<file path="config.mk">
export PLATFORM = sky130hd
export DESIGN_NAME = interboard_msg_tx
export DESIGN_NICKNAME = d
export VERILOG_FILES = /design/src/rtl/interboard_msg_tx.sv
export SDC_FILE = /design/constraint.sdc
export NUM_CORES = 1
export LEC_CHECK = 0
export ABC_AREA = 1
export CAP_MARGIN = 20
export CORE_MARGIN = 10
export CORE_UTILIZATION = 55
export CTS_CLUSTER_DIAMETER = 80
export DETAILED_ROUTE_END_ITERATION = 8
export PLACE_DENSITY = 0.78
export SLEW_MARGIN = 0
export SYNTH_ARGS = -nofsm -noshare
export SYNTH_HDL_FRONTEND = slang
export SYNTH_SLANG_ARGS = --single-unit
</file>
<file path="constraint.sdc">
create_clock -name clk -period 3.3 [get_ports clk]
set_input_delay 0.66 -clock clk [delete_from_list [all_inputs] [get_ports clk]]
set_output_delay 0.66 -clock clk [all_outputs]
set_load 0.02 [all_outputs]
</file>
<file path="src/rtl/interboard_msg_tx.sv">
// interboard_msg_tx: queues {msg_type, number} words and sends each over an 8-bit 4-phase req/ack link.
// Optional even-parity output link_parity when INTERBOARD_TX_PARITY_EN is defined.
module interboard_msg_tx #(
   parameter int FIFO_DEPTH     = 4,
   parameter int SETUP_CYCLES   = 2,
   parameter int TIMEOUT_CYCLES = 50000
) (
   input  logic       clk,
   input  logic       rst,
   input  logic       flush,
   input  logic       send_en,
   input  logic [2:0] send_msg_type,
   input  logic [4:0] send_number,
   output logic       send_full,
   output logic       busy,
   output logic       link_req,
   output logic [7:0] link_data,
`ifdef INTERBOARD_TX_PARITY_EN
   output logic       link_parity,
`endif
   input  logic       link_ack,
   output logic       overflow,
   output logic       timeout_err
);

   localparam int AW  = (FIFO_DEPTH > 1) ? $clog2(FIFO_DEPTH) : 1;
   localparam int CW  = AW + 1;
   localparam int SCW = $clog2(SETUP_CYCLES + 1);
   localparam int TCW = $clog2(TIMEOUT_CYCLES + 1);

   localparam logic [AW-1:0]  PTR_ONE    = AW'(1'b1);
   localparam logic [CW-1:0]  CNT_ONE    = CW'(1'b1);
   localparam logic [CW-1:0]  FULL_CNT   = CW'(FIFO_DEPTH);
   localparam logic [SCW-1:0] SETUP_LOAD = SCW'(SETUP_CYCLES);
   localparam logic [SCW-1:0] SETUP_ONE  = SCW'(1'b1);
   localparam logic [TCW-1:0] TO_LAST    = TCW'(TIMEOUT_CYCLES - 1);
   localparam logic [TCW-1:0] TO_ONE     = TCW'(1'b1);

   localparam logic [1:0] IDLE   = 2'd0;
   localparam logic [1:0] SETUP  = 2'd1;
   localparam logic [1:0] REQ_HI = 2'd2;
   localparam logic [1:0] REQ_LO = 2'd3;

`ifdef INTERBOARD_TX_PARITY_EN
   function automatic logic even_parity(input logic [7:0] d);
      return ^d;
   endfunction
`endif

   logic [7:0]     mem_r [FIFO_DEPTH];
   logic [AW-1:0]  wptr_r, rptr_r, wptr_nxt_s, rptr_nxt_s;
   logic [CW-1:0]  count_r, count_nxt_s;
   logic           ack_meta_r, ack_sync_r;
   logic [1:0]     state_r, state_nxt_s;
   logic [SCW-1:0] scnt_r, scnt_nxt_s;
   logic [TCW-1:0] tcnt_r, tcnt_nxt_s;
   logic           link_req_r, req_nxt_s;
   logic [7:0]     link_data_r, data_nxt_s;
   logic           full_r, full_nxt_s;
   logic           busy_r, busy_nxt_s;
   logic           overflow_r, timeout_r, timeout_nxt_s;
   logic           push_s, pop_s, overflow_nxt_s;
`ifdef INTERBOARD_TX_PARITY_EN
   logic           link_parity_r;
`endif

   // full is the registered flag from before this edge, so a same-edge pop cannot rescue a word
   assign push_s         = send_en && !full_r && !flush;
   assign overflow_nxt_s = send_en && full_r && !flush;
   assign pop_s          = (state_r == IDLE) && (count_r != '0) && !flush;

   // Queue pointer and occupancy next-state
   always_comb begin
      wptr_nxt_s  = wptr_r;
      rptr_nxt_s  = rptr_r;
      count_nxt_s = count_r;
      if (flush) begin
         wptr_nxt_s  = '0;
         rptr_nxt_s  = '0;
         count_nxt_s = '0;
      end else begin
         if (push_s) wptr_nxt_s = wptr_r + PTR_ONE;
         else        wptr_nxt_s = wptr_r;
         if (pop_s)  rptr_nxt_s = rptr_r + PTR_ONE;
         else        rptr_nxt_s = rptr_r;
         case ({push_s, pop_s})
            2'b10:   count_nxt_s = count_r + CNT_ONE;
            2'b01:   count_nxt_s = count_r - CNT_ONE;
            default: count_nxt_s = count_r;
         endcase
      end
   end

   // Handshake FSM next-state, plus flags derived from the next queue/FSM state
   always_comb begin
      state_nxt_s   = state_r;
      req_nxt_s     = link_req_r;
      data_nxt_s    = link_data_r;
      scnt_nxt_s    = scnt_r;
      tcnt_nxt_s    = tcnt_r;
      timeout_nxt_s = 1'b0;
      if (flush) begin
         req_nxt_s = 1'b0;
         case (state_r)
            SETUP, REQ_HI: begin
               state_nxt_s = REQ_LO;
               tcnt_nxt_s  = '0;
            end
            default: state_nxt_s = state_r;
         endcase
      end else begin
         case (state_r)
            IDLE: begin
               if (pop_s) begin
                  data_nxt_s  = mem_r[rptr_r];
                  scnt_nxt_s  = SETUP_LOAD;
                  state_nxt_s = SETUP;
               end else begin
                  state_nxt_s = IDLE;
               end
            end
            SETUP: begin
               // data has been stable SETUP_CYCLES cycles when req appears
               if (scnt_r <= SETUP_ONE) begin
                  req_nxt_s   = 1'b1;
                  tcnt_nxt_s  = '0;
                  state_nxt_s = REQ_HI;
               end else begin
                  scnt_nxt_s  = scnt_r - SETUP_ONE;
               end
            end
            REQ_HI: begin
               if (ack_sync_r) begin
                  req_nxt_s   = 1'b0;
                  tcnt_nxt_s  = '0;
                  state_nxt_s = REQ_LO;
               end else if (tcnt_r == TO_LAST) begin
                  timeout_nxt_s = 1'b1;
                  req_nxt_s     = 1'b0;
                  tcnt_nxt_s    = '0;
                  state_nxt_s   = REQ_LO;
               end else begin
                  tcnt_nxt_s    = tcnt_r + TO_ONE;
               end
            end
            REQ_LO: begin
               if (!ack_sync_r) begin
                  state_nxt_s   = IDLE;
               end else if (tcnt_r == TO_LAST) begin
                  timeout_nxt_s = 1'b1;
                  state_nxt_s   = IDLE;
               end else begin
                  tcnt_nxt_s    = tcnt_r + TO_ONE;
               end
            end
            default: begin
               req_nxt_s   = 1'b0;
               state_nxt_s = IDLE;
            end
         endcase
      end
      full_nxt_s = (count_nxt_s == FULL_CNT);
      busy_nxt_s = (count_nxt_s != '0) || (state_nxt_s != IDLE);
   end

   // Two-flop synchronizer for the asynchronous peer acknowledge
   always_ff @(posedge clk or negedge rst) begin
      if (!rst) begin
         ack_meta_r <= 1'b0;
         ack_sync_r <= 1'b0;
      end else begin
         ack_meta_r <= link_ack;
         ack_sync_r <= ack_meta_r;
      end
   end

   // Queue storage
   always_ff @(posedge clk or negedge rst) begin
      if (!rst) begin
         for (int i = 0; i < FIFO_DEPTH; i++) mem_r[i] <= 8'h00;
      end else if (push_s) begin
         mem_r[wptr_r] <= {send_msg_type, send_number};
      end
   end

   // State and registered outputs
   always_ff @(posedge clk or negedge rst) begin
      if (!rst) begin
         wptr_r      <= '0;
         rptr_r      <= '0;
         count_r     <= '0;
         state_r     <= IDLE;
         scnt_r      <= '0;
         tcnt_r      <= '0;
         link_req_r  <= 1'b0;
         link_data_r <= 8'h00;
         full_r      <= 1'b0;
         busy_r      <= 1'b0;
         overflow_r  <= 1'b0;
         timeout_r   <= 1'b0;
`ifdef INTERBOARD_TX_PARITY_EN
         link_parity_r <= 1'b0;
`endif
      end else begin
         wptr_r      <= wptr_nxt_s;
         rptr_r      <= rptr_nxt_s;
         count_r     <= count_nxt_s;
         state_r     <= state_nxt_s;
         scnt_r      <= scnt_nxt_s;
         tcnt_r      <= tcnt_nxt_s;
         link_req_r  <= req_nxt_s;
         link_data_r <= data_nxt_s;
         full_r      <= full_nxt_s;
         busy_r      <= busy_nxt_s;
         overflow_r  <= overflow_nxt_s;
         timeout_r   <= timeout_nxt_s;
`ifdef INTERBOARD_TX_PARITY_EN
         link_parity_r <= even_parity(data_nxt_s);
`endif
      end
   end

   assign link_req    = link_req_r;
   assign link_data   = link_data_r;
   assign send_full   = full_r;
   assign busy        = busy_r;
   assign overflow    = overflow_r;
   assign timeout_err = timeout_r;
`ifdef INTERBOARD_TX_PARITY_EN
   assign link_parity = link_parity_r;
`endif

endmodule
</file>
==> out/results.ini <==
[outcome]
outcome=finished, final reports clean

[clock_network]
cts_tree=done
clock_path_buffers=2
numCtsBuffers=9
clk_pin_slew_ns=0.08
root_buffer=clkbuf_8
postCtsSetupRepairBufs=0
post_cts_resized=0
insertion_delay_ns=0.35
hold_buffers=0
cts_sinks=74
htreeDepth=3

[worst_setup_path]
crit_required_ns=3.52
cp_data_arrival_time_ns=2.89
crit_fanout=17
regToRegSetupSlack_ns=0.72
startpoint_type=input pin
crit_path_end_kind=flip-flop
rr_endpoint=busy
reg2reg_from=state_r[1]
crit_type=input pin to flip-flop
worst-r2r-cell-count=13

[route]
drcViolationCount=0
wl_per_cell_um=13.0
first_iter_violations=211
drtAntennaViolNets=0
first_pass_iters=4
vias=3157
viasPerCell=5.13
wl_um=7980

[power_and_ir_drop]
irDropWorstVdd_uv=487
p_leak_nw=2.22
internal-power_w=0.00208
switching_power_w=0.00122
pwr-share-seq_pct=39.0
power_density_nw_per_um2=748
power_frac_clock_pct=25.9
swShare_pct=37.0
pwr-share-comb_pct=35.1

[synthesis]
ys_ff_latch=74
yosysTopAreaCellShare_pct=48.2
yosysWarnings=0
synth_area_um2=3840
syn_nets=513
ys_seq_area_share_pct=48.2
synth_common_cells=132 x nand2_1, 74 x dfrtp_1, 64 x nor2_1
syn_inst=487
synth_most_common_cell=nand2_1
avgSynthCellArea_um2=7.88
ys.flop_type=dfrtp_1
async_flop_share_pct=100
synth_top_area_cell=dfrtp_1
synthTopCellsByArea=dfrtp_1 48%, nand2_1 13%, o21ai_0 7.0%
synth_edf_count=0
yosysUniqueCellTypes=35

[sta]
fmax_ghz=0.375
rsz0062_at_grt=no
layout_setup_ws_ns=0.632
fin_skew_ns=0.0111
worst_pin_slew_ns=0.901
period_share_pct=80.9
min_period_ns=2.67
hold_viol=0
drv_slew=0
setup_tns_ns=0
relSlewSlack_pct=39.9
finalSetupViolations=0

[global_routing]
grt_pass1_wl_um=14500
antenna_found_initial=0
gr-total-overflow=0
grt_pass1_vias=3228
grt_max_degree=75
globalRouteTotalUtil_pct=15.6

[hold_path]
hold_depth=0
worstHoldStart=ack_meta_r
min_path_type=flip-flop to flip-flop
hold_path_end=ack_sync_r

[floorplanning]
io_pins=26
die-width_um=104
initial_core_util_pct=56.5
die_h_um=104
coreArea_um2=6790
die_area_um2=10700
rows=30

[final_layout]
final_layout_size_suffix_gt1_share_pct=7.32
fin_cells=615
fin_nets=540
area_growth_pct=14.9
n_antenna_cell=0
n_fill_cell=579

[placement]
place_congestion=0.891
port_buffers=25
place_ws_ns=0.290
placed_cells=599
dp_hpwl_um=5570

[run]
max-cap-violations=0

power by group through the flow:
stage          sequential [W]  clock [W]  combinational [W]
6_report              0.00129   0.000855            0.00116
5_1_grt               0.00132   0.000923            0.00133
4_1_cts               0.00129   0.000877            0.00116
3_5_place_dp          0.00130          0            0.00115
3_3_place_gp          0.00129          0            0.00111
2_1_floorplan         0.00133          0           0.000776
kinds of logic (layout without fill, tap and decap cells):
logic type                 count (synthesis)  in the layout  synth area share (%)
adders and majority gates                 13             13                  4.43
DFF                                       74             74                  48.2
buffers and inverters                     69            101                  7.66
xor gates and xnor gates                   2              2                 0.456
and+or+nand+nor                          244            244                  26.5
AOI/OAI and AO/OA                         85             85                  12.7
worst max-delay path, stage by stage:
cell and delay [ns]:
clkdlybuf4s50_1 0.61, clkinv_8 0.13, nand2_1 0.12, clkinv_1 0.09, ha_1 0.24, fa_1 0.39
nand2_1 0.07, nand2_1 0.06, nor2_1 0.09, nand2_1 0.05, nand3_1 0.12, nand3b_1 0.09
nor2_1 0.10, nand2_1 0.05
flip-flops by register name (all words and copies together), names as in the netlist:
| signal | cells |
|---|---|
| scnt_r | 2 |
| link_req | 1 |
| timeout_err | 1 |
| state_r | 2 |
| wptr_r | 2 |
| ack_sync_r | 1 |
| mem_r | 32 |
| count_r | 3 |
| send_full | 1 |
| link_data | 8 |
| rptr_r | 2 |
| tcnt_r | 16 |
| busy | 1 |
| overflow | 1 |
| ack_meta_r | 1 |
cell usage in the layout, fill, tap and decap left out, types with 5 or more instances in the layout:
cell type and count:
nand2_1 132, dfrtp_1 74, nor2_1 64, o21ai_0 54, inv_1 52, nand3_1 25
clkdlybuf4s50_1 24, ha_1 12, a21oi_1 9, clkbuf_8 9, o32ai_1 8, nand4_1 7
o21ai_1 5
area by class of cell:
cell class / count / area, um^2 / share of cell area [%]
Sequential cell: 74 / 1850 / 42.0
Multi-Input combinational cell: 344 / 1690 / 38.4
Timing Repair Buffer: 28 / 270 / 6.13
Inverter: 57 / 226 / 5.13
Clock buffer: 9 / 124 / 2.81
Clock inverter: 7 / 124 / 2.81
Tap cell: 96 / 120 / 2.72
stage by stage:
stage                     instance area, um^2  util, %  hold slack, ns  total power [W]
after floorplan                          3840        -           0.331          0.00210
after global placement                   4160     61.3           0.333          0.00241
after detailed placement                 4160     61.3           0.335          0.00245
after CTS                                4410     64.9           0.345          0.00332
after global routing                     4410     64.9           0.370          0.00357
final                                    4410     64.9           0.345          0.00330
worst max-delay path by stage:
stage | startpoint | endpoint | slack (ns) | depth (start not counted)
6_report | flush | busy | 0.63 | 14
5_1_grt | state_r[0] | busy | 0.43 | 13
4_1_cts | flush | busy | 0.65 | 14
3_5_place_dp | flush | busy | 0.29 | 14
3_3_place_gp | flush | busy | 0.38 | 14
2_1_floorplan | flush | busy | 0.71 | 14
per-layer routing:
layer	global-route usage (%)	routed length, um	vias up
met1	19.6	3720	1466
met4	5.44	26	0
met5	0	0	-
met3	4.71	480	2
met2	24.9	3750	70
li1	-	-	1619
Note: power is estimated with default switching activity, not from simulation.
